[src/rtl/blink_scheduler_pkg.sv]
// Shared definitions for the cursor blink scheduler: state encodings,
// counter width and a saturating increment helper.
package blink_scheduler_pkg;

  localparam int CNT_W = 8;

  typedef logic [CNT_W-1:0] cnt_t;

  typedef enum logic [1:0] {
    IDLE = 2'd0,
    SHOW = 2'd1,
    HOLD = 2'd2,
    HIDE = 2'd3
  } state_t;

  function automatic cnt_t sat_inc(input cnt_t v);
    return (v == '1) ? v : cnt_t'(v + 1'b1);
  endfunction

endpackage

[src/rtl/blink_scheduler_toggle_sync.sv]
// Brings the keypress toggle into the blink clock domain and turns each
// toggle into a single-cycle event.
module toggle_sync (
  input  logic blinkClock,
  input  logic rst,
  input  logic key_toggle,
  output logic key_evt
);

  logic stage1;
  logic stage2;
  logic stage3;

  always_ff @(posedge blinkClock or posedge rst) begin
    if (rst) begin
      stage1 <= 1'b0;
      stage2 <= 1'b0;
      stage3 <= 1'b0;
    end else begin
      stage1 <= key_toggle;
      stage2 <= stage1;
      stage3 <= stage2;
    end
  end

  assign key_evt = stage2 ^ stage3;

endmodule

[src/rtl/blink_scheduler.sv]
// Cursor blink scheduler: blinks the edited digit, forces it visible after
// activity, auto-exits editing after inactivity and requests LCD refreshes.
//
//  state | meaning
//  IDLE  | not editing, digit shown steadily
//  SHOW  | blink phase, digit visible
//  HIDE  | blink phase, digit hidden
//  HOLD  | forced visible after a key or cursor move
module blink_scheduler
  import blink_scheduler_pkg::*;
#(
  parameter int ON_TICKS      = 3,
  parameter int OFF_TICKS     = 2,
  parameter int HOLD_TICKS    = 4,
  parameter int TIMEOUT_TICKS = 20
) (
  input  logic       rst,
  input  logic       blinkClock,
  input  logic       edit_active,
  input  logic [1:0] cursor_index,
  input  logic       key_toggle,
  input  logic       refresh_ack,
  output logic       blink,
  output logic [1:0] blink_index,
  output logic       refresh_req,
  output logic       timeout
);

  localparam bit PARAMS_OK =
    (ON_TICKS >= 1) && (ON_TICKS <= 255) &&
    (OFF_TICKS >= 1) && (OFF_TICKS <= 255) &&
    (HOLD_TICKS >= 1) && (HOLD_TICKS <= 255) &&
    (TIMEOUT_TICKS >= 0) && (TIMEOUT_TICKS <= 255);

  if (!PARAMS_OK) begin : g_param_check
    $error("blink_scheduler: tick parameter outside its legal range");
  end

  localparam cnt_t ON_LAST   = cnt_t'(ON_TICKS - 1);
  localparam cnt_t OFF_LAST  = cnt_t'(OFF_TICKS - 1);
  localparam cnt_t HOLD_LAST = cnt_t'(HOLD_TICKS - 1);
  localparam cnt_t TO_LAST   = (TIMEOUT_TICKS == 0) ? '0 : cnt_t'(TIMEOUT_TICKS - 1);

  state_t     state;
  cnt_t       cnt;
  cnt_t       idle_cnt;
  logic       blink_d;
  logic [1:0] index_d;
  logic       key_evt;
  logic       activity;
  logic       timeout_hit;
  logic       changed;

  toggle_sync u_toggle_sync (
    .blinkClock (blinkClock),
    .rst        (rst),
    .key_toggle (key_toggle),
    .key_evt    (key_evt)
  );

  assign activity    = key_evt || (cursor_index != blink_index);
  assign timeout_hit = (TIMEOUT_TICKS != 0) && (idle_cnt == TO_LAST);
  // Compare against one-cycle-old copies so the request rises the cycle after a change.
  assign changed     = (blink != blink_d) || (blink_index != index_d);

  always_ff @(posedge blinkClock or posedge rst) begin
    if (rst) begin
      state       <= IDLE;
      blink       <= 1'b1;
      blink_index <= 2'd0;
      cnt         <= '0;
      idle_cnt    <= '0;
      blink_d     <= 1'b1;
      index_d     <= 2'd0;
      refresh_req <= 1'b0;
      timeout     <= 1'b0;
    end else begin
      blink_index <= cursor_index;
      blink_d     <= blink;
      index_d     <= blink_index;
      refresh_req <= changed || (refresh_req && !refresh_ack);
      timeout     <= 1'b0;

      if (!edit_active) begin
        state    <= IDLE;
        blink    <= 1'b1;
        cnt      <= '0;
        idle_cnt <= '0;
      end else if (state == IDLE) begin
        state    <= SHOW;
        blink    <= 1'b1;
        cnt      <= '0;
        idle_cnt <= '0;
      end else if (timeout_hit) begin
        state    <= IDLE;
        blink    <= 1'b1;
        cnt      <= '0;
        idle_cnt <= '0;
        timeout  <= 1'b1;
      end else if (activity) begin
        state    <= HOLD;
        blink    <= 1'b1;
        cnt      <= '0;
        idle_cnt <= '0;
      end else begin
        idle_cnt <= sat_inc(idle_cnt);
        case (state)
          SHOW: begin
            if (cnt == ON_LAST) begin
              state <= HIDE;
              blink <= 1'b0;
              cnt   <= '0;
            end else begin
              cnt <= sat_inc(cnt);
            end
          end
          HIDE: begin
            if (cnt == OFF_LAST) begin
              state <= SHOW;
              blink <= 1'b1;
              cnt   <= '0;
            end else begin
              cnt <= sat_inc(cnt);
            end
          end
          HOLD: begin
            if (cnt == HOLD_LAST) begin
              state <= SHOW;
              blink <= 1'b1;
              cnt   <= '0;
            end else begin
              cnt <= sat_inc(cnt);
            end
          end
          default: begin
            state <= IDLE;
            blink <= 1'b1;
            cnt   <= '0;
          end
        endcase
      end
    end
  end

endmodule

[config.mk]
export PLATFORM = sky130hd
export DESIGN_NAME = blink_scheduler
export DESIGN_NICKNAME = d
export VERILOG_FILES = /design/src/rtl/blink_scheduler_pkg.sv /design/src/rtl/blink_scheduler_toggle_sync.sv /design/src/rtl/blink_scheduler.sv
export SDC_FILE = /design/constraint.sdc
export NUM_CORES = 1
export LEC_CHECK = 0
export BUFFER_PORTS_ARGS = -buffer_cell sky130_fd_sc_hd__buf_4
export CELL_PAD_IN_SITES_DETAIL_PLACEMENT = 0
export CELL_PAD_IN_SITES_GLOBAL_PLACEMENT = 1
export CORE_ASPECT_RATIO = 0.9
export CORE_MARGIN = 10
export CORE_UTILIZATION = 49
export DETAILED_ROUTE_END_ITERATION = 8
export PLACE_DENSITY_LB_ADDON = 0.08
export SYNTH_ARGS = -nofsm -noshare
export SYNTH_HDL_FRONTEND = slang
export SYNTH_SLANG_ARGS = --single-unit
export TNS_END_PERCENT = 20
[constraint.sdc]
create_clock -name blinkClock -period 4.4 [get_ports blinkClock]
set_input_delay 0.88 -clock blinkClock [delete_from_list [all_inputs] [get_ports blinkClock]]
set_output_delay 0.88 -clock blinkClock [all_outputs]
set_load 0.02 [all_outputs]
# Yosys cells after proc, flatten, opt, wreduce, memory -nomap -nowiden
# Index checks and enable logic that the tools add are counted.
# W data, S select, Z words.
dict set report op_classes {
  add_sub_neg 2
  n_eq_ne 16
  n_mux 33
  bitwise_logic 1
  reduce_logical 7
}
# cell n
set op_table {}
lappend op_table {{$mux W8} 13}
lappend op_table {{$pmux W8 S3} 1}
lappend op_table {{$ne A6 B6 Y1 const B} 3}
lappend op_table {{$add A8 B1 Y8 const B} 2}
lappend op_table {{$eq A8 B2 Y1 const B} 2}
lappend op_table {{$eq A8 B8 Y1 const B} 2}
lappend op_table {{$mux W2} 7}
lappend op_table {{$mux W1} 10}
lappend op_table {{$eq A8 B1 Y1 const B} 1}
lappend op_table {{$eq A8 B5 Y1 const B} 1}
lappend op_table {{$pmux W2 S3} 1}
lappend op_table {{$ne A5 B5 Y1 const B} 1}
lappend op_table {{$eq A2 B2 Y1 const B} 2}
lappend op_table {{$ne A2 B2 Y1} 2}
lappend op_table {{$logic_or A1 B1 Y1} 3}
lappend op_table {{$pmux W1 S3} 1}
lappend op_table {{$reduce_and A3 Y1} 1}
lappend op_table {{$eq A2 B1 Y1 const B} 1}
lappend op_table {{$logic_not A2 Y1} 1}
lappend op_table {{$logic_and A1 B1 Y1} 1}
lappend op_table {{$logic_not A1 Y1} 1}
lappend op_table {{$ne A1 B1 Y1} 1}
lappend op_table {{$xor A1 B1 Y1} 1}
dict set report totals {
  ff_bits 29
  output_inout_bits 5
  word_cells 71
}

# Logic depth before layout (Yosys ltp)
dict set report depth {
  word_depth 8
  mapped_depth 7
  depth_no_buf 6
}

# By module
# Synthesis repeated with hierarchy kept, for this count alone.
dict set report unflattened {
  cells_unflattened 138
  area_unflattened_um2 1446.4
}
# module n_inst cells_each area_each_um2 seq_area_each_um2
set modules_own_cells {}
lappend modules_own_cells {blink_scheduler 1 133 1358.8 653.1}
lappend modules_own_cells {toggle_sync 1 5 87.6 75.1}

# Worst setup path after synthesis
# OpenSTA, ideal clock, no wires.
dict set report synth_path {
  path_type {in2reg}
  startpoint {input port cursor_index[1]}
  endpoint {register cnt[0]}
  setup_time_ns 0.086
  arrival_ns 1.977
  t_required_ns 4.314
  slack_ns 2.337
  cell_stages 6
  path_buffers 2
  path_cell_list {xnor2_1 -> nand3_1 -> or3_1 -> buf_6 -> buf_6 -> nor3_1}
}
dict set report synth_via {
  elab_chain_cells 6
}
# item line_no
set synth_lines {}
lappend synth_lines {{start, declared} blink_scheduler.sv:20} ;# input logic [1:0] cursor_index,
lappend synth_lines {{$ne A2 B2 Y1} blink_scheduler.sv:61} ;# assign activity = key_evt || (cursor_index != blink_index);
lappend synth_lines {{$logic_or A1 B1 Y1} blink_scheduler.sv:61}
lappend synth_lines {{$mux W8} blink_scheduler.sv:100} ;# end else if (activity) begin
lappend synth_lines {{$mux W8} blink_scheduler.sv:94} ;# end else if (timeout_hit) begin
lappend synth_lines {{$mux W8} blink_scheduler.sv:89} ;# end else if (state == IDLE) begin
lappend synth_lines {{$mux W8} blink_scheduler.sv:84} ;# if (!edit_active) begin
lappend synth_lines {{end signal, assigned} blink_scheduler.sv:114} ;# cnt <= sat_inc(cnt);
lappend synth_lines {{end signal, assigned} blink_scheduler.sv:123} ;# cnt <= sat_inc(cnt);
lappend synth_lines {{end signal, assigned} blink_scheduler.sv:132} ;# cnt <= sat_inc(cnt);
lappend synth_lines {{end, declared} blink_scheduler.sv:45} ;# cnt_t cnt;
# Every way passes these cells.
# A chain may end at the register's enable or synchronous reset.

# Worst setup path in the final report
dict set report layout_path {
  startpoint {input port cursor_index[1]}
  endpoint {register cnt[4]}
}
# Same word-level chain as after synthesis.

==> summary.txt <==
Layout
  – Area Overhead vs Synth: 12.0%
  – Multi-input gate area: approximately 700 um2
  – # diodes: 0
  – Number of fill cells: roughly 260
  – Nets: approximately 170
  – Register area: 728 um2
  – Layout cells sized above 1: 19.9%

Logic synthesis
  – Synthesis warning total: 0
  – Ys async rst share: 100%
  – Avg Cell Area, Syn: 10.5 um2
  – Cell count after synthesis: between 100 and 150
  – Number of synthesized flops with an enable pin: 0
  – Main flop type after synthesis: dfrtp_1
  – Sequential-to-total area share from yosys stat: 49.7%
  – Yosys reg bits: 29
  – Distinct cells, synth: 40
  – Synthesized net count: 151
  – Mapped cell area: 1470 um2

Routing
  – Wire length per cell: about 15 um
  – Post-DRT Antenna Nets: 0
  – DRC violations left: 0
  – Vias: approximately 1,100
  – DR pass1 iterations: 4
  – DRT iter0 DRCs: 76
  – Drt total wl: between 2000 and 3000 um
  – Via/cell ratio: 5.57

GRT
  – Vias in the first global route: around 1,100
  – Grt ovf: 0
  – Initial antenna violation count: 0
  – All-Layer GR Usage: roughly 12%
  – Largest net degree at the start of global routing: 30
  – First-pass GRT wire length: between 5000 and 6000 um

Floorplan
  – Core area: approximately 2800 um2
  – Die X: 77.6 um
  – Initial Util: a little over half
  – Die area: roughly 5600 um2
  – Num rows: 18
  – Die extent in y: 71.9 um
  – I/O pin total: 12

Clock tree
  – Sink Count: 29
  – CTS tree: yes
  – Root Driver: clkbuf_4
  – Clock Tree Buf Depth: 2
  – Clock Latency Late Sink: 330 ps
  – Post_cts resized: 0
  – Cts bufs inserted: 5
  – H-Tree Depth: 2
  – Number of post-CTS setup repair buffers: 0
  – Clock slew at reported path FFs: ~100 ps
  – Hold_buf cts: 0

Min path
  – Hold Crit Class: register to register

Setup path
  – Critical path's slowest cell: or3_1
  – Critical Path Sink Type: register
  – Slowest cell delay on critical path: 670 ps
  – WP data arrival: 2460 ps
  – CP Class: input pin to register
  – Crit-path leading delay family: simple AND/OR/NAND/NOR gates
  – Worst-path cell chain: buf_4 > xnor2_1 > nand3_1 > or3_1 > a2111oi_2
  – Startpoint Class: input pin
  – CP max FO: 17
  – CP bufs+invs: 1
  – WP data required: approximately 4600 ps

Timing
  – Final hold vios: 0
  – Worst-Margin Slew: around 1100 ps
  – Setup TNS: 0 ps
  – Setup-failing EPs final: 0
  – Achievable Freq: between 0.4 and 0.5 GHz
  – Final Slew Violations: 0
  – Clock skew: 8.97 ps
  – Minimum clock period after layout: roughly 2200 ps
  – RSZ-0062 raised after global routing: false
  – Max-slew headroom: 28.7%
  – Period utilisation layout: 50.8%
  – Worst hold margin: 368 ps

Job
  – Max Cap Viol: 0

Power and ir drop
  – Max VDD drop: approximately 0.17 mV
  – LEAKAGE: 0.662 nW
  – Power Density: roughly 310 nW/um2

Placement
  – Post-DP HPWL: 2060 um
  – Placer congestion estimate: about 0.85
  – Input/output buffers: 11

Run status
  – Status: complete, no violations
flip-flops by register name, summed over array words and instances, names as in the netlist:
signal	flops
timeout	1
u_toggle_sync.stage2	1
refresh_req	1
u_toggle_sync.stage1	1
state	2
cnt	8
index_d	2
blink	1
u_toggle_sync.stage3	1
blink_d	1
idle_cnt	8
blink_index	2
kinds of logic after synthesis:
kind of cell    after synthesis  synth area share, %
flops                        29                 49.7
buf+inv                       9                 3.42
simple gates                 63                 23.8
xor+xnor                     10                 5.98
fa+ha+maj                     4                 3.42
compound gates               23                 12.3
mux                           2                 1.37
worst paths after layout:
path	start	to	slack [ps]	cells past startpoint
min in group asynchronous	rst	cnt[4]	810	2
max in group asynchronous	rst	cnt[6]	2940	2
worst max register to register	idle_cnt[2]	cnt[7]	2270	4
worst min-delay path	u_toggle_sync.stage1	u_toggle_sync.stage2	370	0
worst max-delay path	cursor_index[1]	cnt[4]	2160	5
worst min register to register	u_toggle_sync.stage1	u_toggle_sync.stage2	370	0
cell usage after synthesis, types with 3 or more instances:
master | number | area (um2)
dfrtp_1 | 27 | 676
nor3_1 | 6 | 30.0
ha_1 | 4 | 50.1
nor2b_1 | 4 | 25.0
xor2_1 | 3 | 26.3
nor2_1 | 16 | 60.1
nand3_1 | 5 | 25.0
o21ai_0 | 5 | 25.0
a21oi_1 | 4 | 20.0
a2111oi_2 | 3 | 45.0
nor4_1 | 6 | 37.5
nand2_1 | 9 | 33.8
nand4_1 | 3 | 18.8
inv_1 | 6 | 22.5
xnor2_1 | 7 | 61.3
worst reg2reg max path: stages (launching register included):
cell and delay [ps]:
dfrtp_1 460, or4_4 580, nor3_4 210, or3_1 570, nor4_1 150
cell type report:
cell class	instances	area share [%]
Sequential cell	29	44.4
Multi-Input combinational cell	102	41.9
Clock inverter	1	0.305
Inverter	6	1.37
Timing Repair Buffer	11	5.03
Clock buffer	7	3.97
Tap cell	40	3.05
layout by cell type (no fill, tap or decap), types with 5 or more instances in the layout:
cell	netlist	final
xnor2_1	7	7
inv_1	6	6
clkbuf_4	0	5
nand3_1	5	5
nor3_1	6	6
nand2_1	9	9
buf_4	0	11
o21ai_0	5	5
nor4_1	6	6
nor2_1	16	16
dfrtp_1	27	27
per-layer routing:
metal	up-vias	share of wire, %	GRT usage (%)
met1	533	47	13.4
met5	-	0	0
met2	14	48	18.9
li1	538	-	-
met4	0	1.9	4.86
met3	7	3.1	3.99
where the power goes:
group          internal, mW  switching (mW)
Combinational        0.0179          0.0280
Clock                0.0925          0.0960
Sequential            0.274         0.00790
Total                 0.384           0.132
through the flow:
step / util, % / worst slack [ps] / area [um2] / std cells / power (mW)
2_1_floorplan: - / 2340 / 1470 / 140 / 0.318
3_3_place_gp: 55.8 / 1910 / 1570 / 188 / 0.331
3_5_place_dp: 55.8 / 1790 / 1570 / 188 / 0.333
4_1_cts: 58.3 / 2140 / 1640 / 196 / 0.520
5_1_grt: 58.3 / 2010 / 1640 / 196 / 0.537
6_report: 58.3 / 2160 / 1640 / 196 / 0.516
Power figures use the tool's default switching activity.
